--- config.mk ---
export PLATFORM = sky130hd
export DESIGN_NAME = key_ctrl
export DESIGN_NICKNAME = d
export VERILOG_FILES = /design/src/rtl/key_ctrl.sv
export SDC_FILE = /design/constraint.sdc
export NUM_CORES = 1
export LEC_CHECK = 0
export CAP_MARGIN = 0
export CORE_UTILIZATION = 54
export CTS_CLUSTER_DIAMETER = 40
export DETAILED_ROUTE_END_ITERATION = 6
export HOLD_SLACK_MARGIN = 0.06
export PLACE_DENSITY = 0.82
export SYNTH_ARGS = -nofsm -noshare
export SYNTH_HDL_FRONTEND = slang
export SYNTH_SLANG_ARGS = --single-unit
--- constraint.sdc ---
create_clock -name clk -period 2.93 [get_ports clk]
set_input_delay 0.586 -clock clk [delete_from_list [all_inputs] [get_ports clk]]
set_output_delay 0.586 -clock clk [all_outputs]
set_load 0.03 [all_outputs]
--- src/rtl/key_ctrl.sv ---
// Hex keypad controller: synchronizes 16 raw key lines, debounces press and release, shifts accepted digits into a 32-bit entry register.
// Latency: key_pulse rises DB_CYCLES+3 edges after a stable raw press is first sampled.
// No backpressure: key_pulse is a one-cycle strobe per accepted press; clr wipes the entry register at the next edge.
module key_ctrl #(
  parameter int DB_CYCLES = 1000
) (
  input  logic        clk,
  input  logic        rst_n,
  input  logic [15:0] keys,
  input  logic        clr,
  output logic        key_pulse,
  output logic [3:0]  key_val,
  output logic [31:0] data,
  output logic        busy
);

  localparam logic [15:0] CNT_MAX = 16'(DB_CYCLES - 1);

  typedef enum logic [1:0] {
    IDLE     = 2'd0,
    DB_PRESS = 2'd1,
    PRESSED  = 2'd2,
    DB_REL   = 2'd3
  } state_t;

  state_t      state;
  logic [15:0] sync_q1;
  logic [15:0] ks;
  logic [15:0] snap;
  logic [15:0] cnt;

  // Priority encode: index of the highest set bit wins.
  function automatic logic [3:0] enc(input logic [15:0] v);
    logic [3:0] idx;
    idx = 4'd0;
    for (int i = 0; i < 16; i++) begin
      if (v[i]) idx = 4'(i);
    end
    return idx;
  endfunction

  // Two-flop synchronizer for the asynchronous key lines.
  always_ff @(posedge clk or negedge rst_n) begin
    if (!rst_n) begin
      sync_q1 <= 16'h0;
      ks      <= 16'h0;
    end else begin
      sync_q1 <= keys;
      ks      <= sync_q1;
    end
  end

  // Debounce FSM with registered strobe, key value, entry register and busy flag.
  always_ff @(posedge clk or negedge rst_n) begin
    if (!rst_n) begin
      state     <= IDLE;
      snap      <= 16'h0;
      cnt       <= 16'h0;
      key_pulse <= 1'b0;
      key_val   <= 4'h0;
      data      <= 32'h0;
      busy      <= 1'b0;
    end else begin
      key_pulse <= 1'b0;
      if (clr) data <= 32'h0;
      case (state)
        IDLE: begin
          if (ks != 16'h0) begin
            state <= DB_PRESS;
            snap  <= ks;
            cnt   <= 16'h0;
            busy  <= 1'b1;
          end
        end
        DB_PRESS: begin
          if (ks == 16'h0) begin
            state <= IDLE;
            busy  <= 1'b0;
          end else if (ks != snap) begin
            // A different key combination restarts the debounce window.
            snap <= ks;
            cnt  <= 16'h0;
          end else if (cnt == CNT_MAX) begin
            state     <= PRESSED;
            key_pulse <= 1'b1;
            key_val   <= enc(snap);
            // Clear takes effect before the shift when both land together.
            data      <= clr ? {28'h0, enc(snap)} : {data[27:0], enc(snap)};
          end else begin
            cnt <= cnt + 16'd1;
          end
        end
        PRESSED: begin
          // Roll-over or extra keys are ignored; only a full release matters.
          if (ks == 16'h0) begin
            state <= DB_REL;
            cnt   <= 16'h0;
          end
        end
        DB_REL: begin
          if (ks != 16'h0) begin
            state <= PRESSED;
          end else if (cnt == CNT_MAX) begin
            state <= IDLE;
            busy  <= 1'b0;
          end else begin
            cnt <= cnt + 16'd1;
          end
        end
        default: begin
          state <= IDLE;
          busy  <= 1'b0;
        end
      endcase
    end
  end

endmodule

==> results of run 1 <==
-- report_power, final --
| part | total [mW] | internal (mW) | leakage, nW | switching (mW) |
|---|---|---|---|---|
| Combinational | 0.109 | 0.0542 | 0.963 | 0.0545 |
| Clock | 0.925 | 0.412 | 0.105 | 0.512 |
| Sequential | 1.50 | 1.47 | 1.33 | 0.0304 |
| Total | 2.53 | 1.93 | 2.40 | 0.597 |
-- per-layer routing --
layer | part of all wire | GRT usage | wire length, um | vias up
li1 | - | - | - | 1387
met1 | 0.47 | 0.295 | 3690 | 1450
met2 | 0.46 | 0.302 | 3630 | 87
met3 | 0.043 | 0.0412 | 342 | 17
met4 | 0.026 | 0.121 | 204 | 0
met5 | 0 | 0 | 0 | -
-- worst max-delay path, delay by kind of cell, from the launching register on --
family          cells  cell delay [ns]
flops               1             0.42
simple gates        4             1.28
xor+xnor            1             0.21
compound gates      1             0.21
buf+inv             1             0.17
-- flip-flops by register name, indices dropped and copies added, names as in the netlist, named ones only --
name,flops
busy,1
cnt,16
data,32
key_pulse,1
key_val,4
ks,16
snap,16
state,1
sync_q1,16
-- how the worst max path moves through the flow --
stage,to,slack (ns),cells past startpoint
finish,cnt[4],0.54,7
global route,cnt[1],0.36,7
CTS,cnt[4],0.55,7
detailed placement,cnt[1],0.61,7
global placement,cnt[1],0.65,7
floorplan,data[11],0.84,7
-- stage by stage --
step / utilization / cells
detailed placement: 0.667 / 509
finish: 0.696 / 525
global placement: 0.667 / 509
floorplan: - / 358
CTS: 0.696 / 525
global route: 0.696 / 525
-- logic make-up after synthesis --
| logic type | Yosys count | synth area share |
|---|---|---|
| and+or+nand+nor | 110 | 0.132 |
| DFF | 104 | 0.612 |
| buffers and inverters | 23 | 0.0218 |
| xor gates and xnor gates | 19 | 0.0392 |
| adders and majority gates | 1 | 0.00294 |
| AOI/OAI and AO/OA | 55 | 0.0795 |
| muxes | 46 | 0.112 |
-- area by class of cell --
| cell class | count | area, um^2 | share of cell area |
|---|---|---|---|
| Multi-Input combinational cell | 231 | 1560 | 0.300 |
| Clock inverter | 7 | 87.6 | 0.0169 |
| Tap cell | 99 | 124 | 0.0239 |
| Sequential cell | 104 | 2600 | 0.502 |
| Clock buffer | 9 | 124 | 0.0239 |
| Timing Repair Buffer | 65 | 651 | 0.126 |
| Inverter | 10 | 37.5 | 0.00724 |
-- cells in the final DEF, fill, tap and decap left out, types with 3 or more instances in the layout --
master	count
a21oi_1	16
and3_1	5
buf_4	8
clkbuf_8	9
clkdlybuf4s50_1	55
dfrtp_1	104
inv_1	10
mux2_2	13
mux2i_1	33
nand2_1	18
nand2b_1	3
nand3_1	5
nand3b_1	6
nand4_1	9
nor2_1	45
nor3_1	3
nor4_1	6
o21ai_0	15
o21ai_1	4
o2bb2ai_1	3
o31ai_1	3
or4_1	4
xnor2_1	19
==> flow_summary.ini, run 1 <==
[run_status]
status = finished, final reports clean

[run]
maxCapViolCount = 0

[cts]
clk_path_buf_depth = 2
clock_tree.root_cell = clkbuf_8
post_cts_resized = 0
post_cts_buffers = 0
cts.sinks = 104
numCtsBuffers = 9
clkTransAtPathRegs_ns = 0.10
cts_tree = built
htree_num_levels = 3
clock_latency_ns = 0.37
cts_hold_buf = 0

[power]
total_power_mw = 2.53
p_per_area_mw_per_mm2 = 489
p_leak_nw = 2.40
vdd_drop_max_mv = 0.225

[critical_path]
worstPathRequired_ns = 3.22
worstPathMaxFanout = 10
cpPeakStageDelay_ns = 0.42
start_kind = flop
timing.rr.end = cnt[4]
worstPathCellList = nor4_1 -> nand4_1 -> xnor2_1 -> buf_4 -> nor2_1 -> nand3b_1 -> o2bb2ai_1
crit_type = reg2reg
cp_slowest_cell = dfrtp_1
r2r-start = ks[3]
arrival_ns = 2.67
rr_worst_depth = 7
startpoint = ks[3]
rrSetupSlack_ns = 0.54
critPathCaptureType = flop

[cells_and_area]
finalInstanceArea_mm2 = 0.00518
final_layout_size_suffix_gt1_frac = 0.101
area_delta_synth_final_pct = 21.9
diodes = 0
n_fill_cell = 537
fin_nets = 441

[routing]
wl_per_cell_um = 15.0
vias = 2941
first_iter_violations = 121
totalWireLength_um = 7860
ant_nets = 0
drt-vias-per-instance = 5.60
drc = 0
dr.pass1.iters = 6

[timing]
clock_skew_ns = 0.00981
timing.hold.ws_ns = 0.247
final_max_slew_viol_count = 0
tightest_slew_ns = 0.925
worst_slack_ns = 0.541
fin_tns_setup_ns = 0
maxSlewHeadroom = 0.383
fin_crit_sh = 0.815
clock.fmax_ghz = 0.419
period_needed_ns = 2.39
hold_viol_final = 0
rsz0062_at_grt = no
setup_viol = 0

[min_path]
hp-class = in2async

[die]
die-height_um = 90.7
core_area_mm2 = 0.00745
dieWidth_um = 90.7
ios = 57
rows = 31
die_area_mm2 = 0.00823
start_util = 0.571

[place]
place_ws_ns = 0.610
place_area_mm2 = 0.00497
place.port_buffers = 56
gp_congestion = 0.861
hpwl_um = 5300

[synthesis]
synth_seq_cells = 104
syn_inst = 358
synth_edf_count = 0
ys_seq_area_frac = 0.612
synth_most_common_cell = dfrtp_1
async_flop_share = 1.00
synth_top_area_frac = 0.612
synthesis.area_mm2 = 0.00425
synthFlopType = dfrtp_1
synth_largest_area_cell = dfrtp_1
synthDistinctLibCells = 39
syn_area_per_cell_um2 = 11.9
synth_common_cells = dfrtp_1, nor2_1, mux2i_1
yosys_warnings = 0
yosys-top-cells-area = dfrtp_1, mux2i_1, nor2_1
syn_nets = 378

[grt]
track_usage = 0.209
grt_pass1_wl_um = 13400
grt_max_degree = 57
gr-total-overflow = 0
grt_pass1_vias = 2803
grt_antenna_before_repair = 0
No activity file was read; power rests on OpenSTA's default activity.
==> run 2: changes to the inputs <==
- clock period: 2.93 -> 2.3 ns (I/O delays scaled with it)
==> run 2 against run 1 <==
Net effect:
- total power grew 28%
- register-to-register slack lost 0.43 ns
- sequential power grew 27%
- setup slack lost 0.43 ns
- first-iteration DRC count grew 67%
- global-route usage grew 1.0 points
- critical path depth shrank 1
- non-clock buffer count grew 4
- critical path type unchanged
- routed wire length grew 5.2%
- clock power grew 28%
- via count grew 2.4%
- sequential share of layout area shrank 0.43 points
==> flow_summary.ini, run 2 (synthesis results as in run 1) <==
[grt]
gr-total-overflow = 0
met3_usage = 0.0530
use_met1 = 0.294
grt_antenna_before_repair = 0
grt_pass1_vias = 2904
grt_pass1_wl_um = 14000
met2_usage = 0.342
track_usage = 0.219
grt_max_degree = 66
busiest_layer = met2

[critical_path]
crit_family = simple AND/OR/NAND/NOR gates
rr_worst_depth = 6
worstPathMaxFanout = 40
cp_slowest_cell = or4_1
cp_num_buf_inv = 1
worstPathRequired_ns = 2.55
worstPathCellList = or4_1 -> nor4_4 -> nand4_1 -> buf_12 -> mux2i_1 -> nor2_1
start_kind = flop
critPathCaptureType = flop
cpPeakStageDelay_ns = 0.61
arrival_ns = 2.44
timing.rr.end = data[14]
rrSetupSlack_ns = 0.11
r2r-start = cnt[3]
crit_type = reg2reg

[routing]
dr.pass1.iters = 5
ant_nets = 0
first_iter_violations = 202
totalWireLength_um = 8270
drt-vias-per-instance = 5.69
vias = 3012
drc = 0
wl_per_cell_um = 15.6

[cts]
clock_latency_ns = 0.37
post_cts_buffers = 0
clock_tree.root_cell = clkbuf_8
cts.sinks = 104
clk_path_buf_depth = 2
clkTransAtPathRegs_ns = 0.09
numCtsBuffers = 9
htree_num_levels = 3
cts_tree = built

[place]
hpwl_um = 5690
gp_congestion = 0.875
place_ws_ns = 0.0607
place_area_mm2 = 0.00499
place.port_buffers = 56

[min_path]
hold_end = ks[14]
min_from = sync_q1[14]
hold_path_depth = 0
hp-class = reg2reg

[run_status]
status = finished, final reports clean

[timing]
hold_viol_final = 0
clock_skew_ns = 0.00798
rsz0062_at_grt = no
final_max_slew_viol_count = 0
clock.fmax_ghz = 0.458
period_needed_ns = 2.19
maxSlewHeadroom = 0.353
timing.hold.ws_ns = 0.356
fin_crit_sh = 0.950
fin_tns_setup_ns = 0
setup_viol = 0
worst_slack_ns = 0.114
tightest_slew_ns = 0.971

[cells_and_area]
largest_reg_flops = 32
finalInstanceArea_mm2 = 0.00523
final_cell_mix = dfrtp_1, clkdlybuf4s50_1, nor2_1, mux2i_1, xnor2_1
fin_nets = 445
regMostFlops = data
final_common_cell = dfrtp_1
final_layout_size_suffix_gt1_frac = 0.109
diodes = 0
area_delta_synth_final_pct = 23.0

[die]
rows = 31
core_area_mm2 = 0.00745
ios = 57
dieWidth_um = 90.7
start_util = 0.571
die-height_um = 90.7
die_area_mm2 = 0.00823

[power]
p_per_area_mw_per_mm2 = 618
vdd_drop_max_mv = 0.511
p_leak_nw = 2.43

[run]
maxCapViolCount = 0
-- run 2: worst max-delay path by stage --
stage | start | endpoint | cells after the start
after floorplan | cnt[10] | data[11] | 7
after global placement | ks[3] | cnt[14] | 7
after detailed placement | ks[9] | cnt[15] | 6
after CTS | ks[9] | data[14] | 7
after global routing | snap[9] | cnt[15] | 6
final | cnt[3] | data[14] | 6
-- run 2: routing by layer --
layer  wire, um  vias up
met2       4090      101
met1       3630     1503
li1           -     1394
met3        401       14
met4        144        0
met5          0        -
-- run 2: area by class of cell --
| type | count | area [um^2] |
|---|---|---|
| Sequential cell | 104 | 2600 |
| Fill cell | 557 | 2220 |
| Multi-Input combinational cell | 231 | 1570 |
| Timing Repair Buffer | 69 | 683 |
| Clock buffer | 10 | 138 |
| Tap cell | 99 | 124 |
| Clock inverter | 6 | 71.3 |
| Inverter | 10 | 37.5 |
-- run 2: where the power goes --
part	internal [mW]	switching (mW)
Combinational	0.0696	0.0701
Clock	0.546	0.636
Sequential	1.87	0.0398
-- run 2: worst reg2reg max path: stages, from the launching register on --
cell,delay (ns)
dfrtp_1,0.43
or4_1,0.61
nor4_4,0.34
nand4_1,0.19
buf_12,0.24
mux2i_1,0.21
nor2_1,0.06
-- run 2: timing repair --
item	4_1_cts	5_1_grt
hold buffers	1	0
endpoints found under the hold margin	1	0
setup endpoints to repair	0	52
gates resized for setup	0	2
-- run 2: per-stage QoR --
stage,utilization,instances,power (mW)
after global placement,0.670,512,2.08
after global routing,0.702,529,3.36
after detailed placement,0.670,512,2.08
after CTS,0.700,529,3.25
after floorplan,-,358,1.99
final,0.702,529,3.23
